`src/rtl/exc_ctrl.sv`:
```
// Exception/interrupt controller ahead of coprocessor 0: arbitrates overflow, reserved
// instruction, break and external interrupt, drives EPC/Cause strobes, flushes and redirects.
module exc_ctrl #(
    parameter logic [31:0] EXC_VECTOR  = 32'h8000_0180,
    parameter int          SYNC_STAGES = 2
) (
    input  logic        CLK,
    input  logic        rst,
    input  logic        ext_irq,
    input  logic        int_en,
    input  logic        stall,
    input  logic        id_valid,
    input  logic        undef_id,
    input  logic        brk_id,
    input  logic        eret_id,
    input  logic        ovf_ex,
    input  logic [31:0] pc_id,
    input  logic [31:0] pc_ex,
    input  logic [31:0] epc_in,
    output logic        EPCWrite,
    output logic        CauseWrite,
    output logic [1:0]  IntCause,
    output logic [31:0] exc_pc,
    output logic        flush_if,
    output logic        flush_id,
    output logic        flush_ex,
    output logic        redirect,
    output logic [31:0] redirect_pc,
    output logic        in_handler
);

    typedef enum logic {
        IDLE,
        HANDLER
    } state_t;

    typedef enum logic [1:0] {
        CAUSE_INT = 2'd0,
        CAUSE_BRK = 2'd1,
        CAUSE_RI  = 2'd2,
        CAUSE_OVF = 2'd3
    } cause_t;

    state_t                 state;
    state_t                 state_next;
    cause_t                 cause;
    logic [SYNC_STAGES-1:0] irq_sync;
    logic                   irq_level_d;
    logic                   irq_rise;
    logic                   irq_pend;
    logic                   take_irq;
    logic                   take;
    logic                   id_ok;
    logic                   ev_ovf;
    logic                   ev_ri;
    logic                   ev_brk;
    logic                   ev_irq;
    logic                   eret_ok;

    assign irq_rise = irq_sync[SYNC_STAGES-1] & ~irq_level_d;

    // A pend survives arbitration losses and int_en being low; only a take or reset clears it.
    always_ff @(posedge CLK) begin
        if (rst) begin
            irq_sync    <= '0;
            irq_level_d <= 1'b0;
            irq_pend    <= 1'b0;
        end else begin
            irq_sync    <= {irq_sync[SYNC_STAGES-2:0], ext_irq};
            irq_level_d <= irq_sync[SYNC_STAGES-1];
            irq_pend    <= (irq_pend & ~take_irq) | irq_rise;
        end
    end

    always_ff @(posedge CLK) begin
        if (rst) begin
            state <= IDLE;
        end else begin
            state <= state_next;
        end
    end

    assign id_ok   = id_valid & ~stall;
    assign ev_ovf  = ovf_ex;
    assign ev_ri   = undef_id & id_ok;
    assign ev_brk  = brk_id & id_ok;
    assign ev_irq  = irq_pend & int_en & (state == IDLE) & id_ok;
    assign take    = ev_ovf | ev_ri | ev_brk | ev_irq;
    assign eret_ok = eret_id & id_ok & (state == HANDLER) & ~take;

    // Fixed-priority arbitration: the older EX overflow beats any ID event, interrupts last.
    always_comb begin
        cause    = CAUSE_INT;
        take_irq = 1'b0;
        if (ev_ovf) begin
            cause = CAUSE_OVF;
        end else if (ev_ri) begin
            cause = CAUSE_RI;
        end else if (ev_brk) begin
            cause = CAUSE_BRK;
        end else if (ev_irq) begin
            cause    = CAUSE_INT;
            take_irq = 1'b1;
        end
    end

    always_comb begin
        state_next  = state;
        EPCWrite    = 1'b0;
        CauseWrite  = 1'b0;
        IntCause    = 2'd0;
        exc_pc      = 32'd0;
        flush_if    = 1'b0;
        flush_id    = 1'b0;
        flush_ex    = 1'b0;
        redirect    = 1'b0;
        redirect_pc = 32'd0;
        if (!rst) begin
            if (take) begin
                state_next  = HANDLER;
                EPCWrite    = 1'b1;
                CauseWrite  = 1'b1;
                IntCause    = cause;
                exc_pc      = ev_ovf ? pc_ex : pc_id;
                flush_if    = 1'b1;
                flush_id    = 1'b1;
                flush_ex    = ev_ovf;
                redirect    = 1'b1;
                redirect_pc = EXC_VECTOR;
            end else if (eret_ok) begin
                state_next  = IDLE;
                flush_if    = 1'b1;
                flush_id    = 1'b1;
                redirect    = 1'b1;
                redirect_pc = epc_in;
            end
        end
    end

    assign in_handler = (state == HANDLER) & ~rst;

endmodule

```
`config.mk`:
```
export PLATFORM = sky130hd
export DESIGN_NAME = exc_ctrl
export DESIGN_NICKNAME = d
export VERILOG_FILES = /design/src/rtl/exc_ctrl.sv
export SDC_FILE = /design/constraint.sdc
export NUM_CORES = 1
export LEC_CHECK = 0
export BUFFER_PORTS_ARGS = -buffer_cell sky130_fd_sc_hd__buf_2
export CORE_MARGIN = 5
export CORE_UTILIZATION = 27
export CTS_CLUSTER_DIAMETER = 50
export CTS_CLUSTER_SIZE = 30
export DETAILED_ROUTE_END_ITERATION = 7
export PLACE_DENSITY = 0.91
export SLEW_MARGIN = 0
export SYNTH_ARGS = -nofsm -noshare
export SYNTH_HDL_FRONTEND = slang
export SYNTH_SLANG_ARGS = --single-unit
```
`constraint.sdc`:
```
create_clock -name CLK -period 2.7 [get_ports CLK]
set_input_delay 0.54 -clock CLK [delete_from_list [all_inputs] [get_ports CLK]]
set_output_delay 0.54 -clock CLK [all_outputs]
set_load 0.03 [all_outputs]
```
# After elaboration in Yosys (flattened, before gate mapping)
# Index checks and enable logic that the tools add are counted.
[totals]
out_inout_bits = 73
wordCells = 51
in_bits = 106
regBits = 5
[classes]
reduce_logical = 1
bitwise = 22
n_mux = 24
[ops]
columns = ["cell", "n"]
rows = [
  ["2-to-1 mux 32 bit", 6],
  ["2-to-1 mux 1 bit", 14],
  ["bitwise AND 1 bit", 12],
  ["2-to-1 mux 2 bit", 4],
  ["NOT 1 bit", 6],
  ["bitwise OR 1 bit", 4],
  ["nonzero test 2 bit", 1],
]

# Logic depth before layout (Yosys ltp)
[depth]
word_depth = 11
mapped_depth = 5
depth_no_buf = 4

# Worst setup path after synthesis
# OpenSTA, ideal clock, no wires.
[synth_timing]
path_kind = "input to output"
start = "in brk_id"
end = "out flush_if"
required_ns = 2.160
path_buffers = 1
stages = 5
path_slack_ns = 0.211
arrival_time_ns = 1.949
cell_sequence = "or3_4 o221ai_2 inv_2 or2_2 buf_4"
[synth_between]
elab_chain_cells = 8
[synth_lines]
columns = ["element", "line", "text"]
rows = [
  ["start: declaration", "14", "input logic brk_id,"],
  ["bitwise AND 1 bit (*)", "86", "assign ev_brk = brk_id & id_ok;"],
  ["bitwise OR 1 bit (*) (2 in a row)", "88", "assign take = ev_ovf | ev_ri | ev_brk | ev_irq;"],
  ["NOT 1 bit", "89", "assign eret_ok = eret_id & id_ok & (state == HANDLER) & ~take;"],
  ["bitwise AND 1 bit", "89", ""],
  ["2-to-1 mux 1 bit", "n/a", ""],
  ["2-to-1 mux 1 bit (*) (2 in a row)", "n/a", ""],
  ["end: declaration", "24", "output logic flush_if,"],
]
# Mark *: on every way between the ends. The rest lies on a longest branch, timed or not.

# Worst setup path in the final report
[layout_timing]
start = "in brk_id"
end = "out redirect_pc[22]"
[layout_between]
elab_chain_cells = 8
[layout_lines]
columns = ["element", "line", "text"]
rows = [
  ["bitwise AND 1 bit (*)", "86", ""],
  ["bitwise OR 1 bit (*) (2 in a row)", "88", ""],
  ["NOT 1 bit", "89", ""],
  ["bitwise AND 1 bit", "89", ""],
  ["2-to-1 mux 32 bit", "130", "end else if (eret_ok) begin"],
  ["2-to-1 mux 32 bit (*)", "119", "if (take) begin"],
  ["2-to-1 mux 32 bit (*)", "118", "if (!rst) begin"],
  ["end: declaration", "28", "output logic [31:0] redirect_pc,"],
]
# Marks and branches as above.

==> reports/results.md <==
### Status
- result of the run: finished clean

### Clock network
- quantity of hold-fixing buffers added after cts: 0
- TritonCTS clock tree: built
- CTS sink cnt: 5
- Post-CTS Setup Inserts: 0
- H-tree depth: 1
- clock root buffer master: sky130_fd_sc_hd__clkbuf_8
- buffers from clock root to sink, at most: 2
- number of buffers added by the clock tree synthesis step: 3
- clk_lat worst skew: 220 ps
- clock slew at reported path FFs: 40 ps
- total of cells resized after clock tree synthesis: 0

### Placement
- # placed instances: 357
- Port-buffer cells: 178
- GPL Wtd Cong: 0.7479
- Post-DP HPWL: 4218 um

### Global route
- wire length of the first global-routing pass: 7210 um
- aggregate global-route resource usage: 0.1701
- via count of the first global-routing pass: 1639
- number of antenna violations at the first check in global routing: 0
- global route total overflow: 0
- pin count of the biggest net entering global routing: 37

### Finish
- antenna cells: 0
- commonest cells after routing, fill and taps aside: 178 x sky130_fd_sc_hd__buf_2, 34 x sky130_fd_sc_hd__nor2_1, 32 x sky130_fd_sc_hd__mux2i_1, 29 x sky130_fd_sc_hd__and2_1, 7 x sky130_fd_sc_hd__nor2b_1
- fraction of final layout cells with drive strength greater than 1: 0.6070
- count of placed standard cells in the final layout, fillers left out: 361
- Area growth, synth to finish: 93.83%
- leading cell type in the layout, fill and taps excluded: sky130_fd_sc_hd__buf_2
- Nets: 420

### Die
- Initial Util: 0.2768
- horizontal die dimension: 71.27 um
- height of the die: 71.27 um
- cell row count: 22
- die area: 5079 um2
- top-level port count: 179
- total core area: 3661 um2

### Synthesis
- net count after synthesis: 247
- Area contributors post-synth: sky130_fd_sc_hd__mux2i_1 32%, sky130_fd_sc_hd__and2_1 18%, sky130_fd_sc_hd__nor2_1 13%, sky130_fd_sc_hd__dfxtp_1 9.9%, sky130_fd_sc_hd__nor2b_1 4.3%
- count of unique library cells instantiated by Yosys: 25
- Mean Syn Cell Area: 7.188 um2
- part of the Yosys area used for sequential elements: 0.09877
- netlist area before placement: 1013 um2
- Yosys warning total: 0
- post-synthesis cell type with the largest combined area: sky130_fd_sc_hd__mux2i_1
- proportion of netlist area held by the largest area contributor: 0.3160
- cells after synthesis: 141
- number of synthesized register bits: 5

### Worst setup path
- arrival time of data at the critical path endpoint: 1910 ps
- path type of the worst setup path: input port to output port
- cells along the critical path: buf_2 -> or3_4 -> nor4b_4 -> buf_12 -> and2_1 -> buf_2
- kind of start point of the critical path: input port
- dominant cell type by count on the critical path: sky130_fd_sc_hd__buf_2
- worst-path maximum fanout: 29
- category of cells accounting for the largest share of critical-path delay: simple AND/OR/NAND/NOR gates
- cell at the slowest stage of the critical path: sky130_fd_sc_hd__or3_4
- crit end category: output port
- required arrival time at the worst endpoint: 2160 ps
- Largest stage delay, worst path: 410 ps
- buffering stage count on the worst path with inverters included: 3

### Timing
- Period Utilization, post-route: 0.9080
- transition time at the pin with the least slew margin: 529.6 ps
- number of setup violations in the final report: 0
- clock period minus final worst setup slack: 2452 ps
- highest achievable clock rate: 407.9 MHz
- final number of hold-violating endpoints: 0
- skew final: 5.803 ps
- summed negative setup slack over all endpoints: 0 ps
- count of final max-slew check failures: 0
- Max transition margin: 0.6469
- setup repair after global routing missed its margin: false

### Detailed routing
- top layer in use: met4
- 1st-pass router iterations: 4
- routed via count: 1633
- Routed met3 length: 708 um
- detail-routed net length per standard cell: 13.54 um
- total detailed-routing wirelength: 4889 um
- drt initial violations: 9
- number of remaining DRC errors: 0
- total routed wire length on the met1 layer: 1569 um
- routed length on met2: 2548 um
- number of vias per cell: 4.524
- number of nets with antenna violations after routing: 0

### Power and ir drop
- internal power component: 0.3013 mW
- power spent charging and discharging nets: 0.2151 mW
- Switching Share: 0.4166
- power density over the cells: 262.9 nW/um2
- Clk network pwr share: 0.270
- part of the total power dissipated in sequential elements: 0.156
- leakage power of the design: 1.315 nW
- combinational fraction of design power: 0.574
- worst vdd ir: 0.1137 mV

### Hold path
- worst hold path class: flip-flop to flip-flop

### Job
- max-capacitance violation count: 0

==> metrics by stage <==
step / hold WS [ps] / util / setup WS [ps] / total power [mW] / area (um2)
after floorplan: 413.8 / - / 211.2 / 0.2570 / 1013
after global placement: 421.4 / 0.5239 / 270.9 / 0.3739 / 1918
after detailed placement: 426.4 / 0.5239 / 238.7 / 0.3795 / 1918
after CTS: 441.9 / 0.5366 / 238.2 / 0.5202 / 1964
after global routing: 479.8 / 0.5366 / 166.9 / 0.5476 / 1964
final: 438.0 / 0.5366 / 248.4 / 0.5164 / 1964
==> kinds of logic (layout without fill, tap and decap cells) <==
family,Yosys count,in the layout,synth area share
AO/OA/AOI/OAI,9,9,0.07161
buffers and inverters,17,189,0.09505
flip-flops,5,5,0.09877
multiplexers,32,32,0.3161
AND/OR/NAND/NOR,78,78,0.4185
==> flip-flops by register name, summed over array words and instances (netlist names) <==
signal       flops
state            1
irq_level_d      1
irq_sync         2
irq_pend         1
==> layout make-up <==
cell class | count | area [um2]
clock buffer | 3 | 41.29
clock inverter | 1 | 5.005
fill | 339 | 1697
inverter | 4 | 15.01
multi-input combinational | 119 | 817.0
sequential | 5 | 100.1
tap | 48 | 60.06
timing repair buffer | 181 | 925.9
==> power by group through the flow <==
stage | logic (mW) | registers, mW | clock network [mW]
final | 0.296 | 0.0805 | 0.140
after global routing | 0.320 | 0.0812 | 0.147
after CTS | 0.299 | 0.0806 | 0.140
after detailed placement | 0.298 | 0.0816 | 0
after global placement | 0.292 | 0.0814 | 0
after floorplan | 0.176 | 0.0810 | 0
==> worst paths after layout <==
kind / start / to / slack, ps / cells past startpoint
worst max-delay path: brk_id / redirect_pc[22] / 250 / 6
worst min-delay path: irq_sync[0]$_SDFF_PP0_ / irq_sync[1]$_SDFF_PP0_ / 440 / 1
worst max register to register: state$_SDFFE_PP0P_ / irq_pend$_SDFF_PP0_ / 1580 / 3
worst min register to register: irq_sync[0]$_SDFF_PP0_ / irq_sync[1]$_SDFF_PP0_ / 440 / 1
==> cells in the mapped netlist <==
cell,n
sky130_fd_sc_hd__a31oi_1,1
sky130_fd_sc_hd__clkbuf_2,1
sky130_fd_sc_hd__and3b_1,1
sky130_fd_sc_hd__nand2_1,1
sky130_fd_sc_hd__nor4b_4,1
sky130_fd_sc_hd__buf_4,4
sky130_fd_sc_hd__o311ai_0,1
sky130_fd_sc_hd__inv_2,1
sky130_fd_sc_hd__buf_6,1
sky130_fd_sc_hd__nand3_1,1
sky130_fd_sc_hd__and2_1,29
sky130_fd_sc_hd__nor3_1,1
sky130_fd_sc_hd__or2_2,1
sky130_fd_sc_hd__a32o_1,1
sky130_fd_sc_hd__o221ai_2,1
sky130_fd_sc_hd__nand3b_1,1
sky130_fd_sc_hd__or3_4,1
sky130_fd_sc_hd__buf_2,7
sky130_fd_sc_hd__nor2b_1,7
sky130_fd_sc_hd__a21o_1,3
sky130_fd_sc_hd__a21oi_1,2
sky130_fd_sc_hd__nor2_1,34
sky130_fd_sc_hd__inv_1,3
sky130_fd_sc_hd__mux2i_1,32
sky130_fd_sc_hd__dfxtp_1,5
==> per-layer routing <==
metal	vias up	track usage
li1	807	-
met2	120	0.3367
met5	-	0
met4	0	0.04593
met3	6	0.04769
met1	700	0.1703
(Power assumes the default switching activity.)
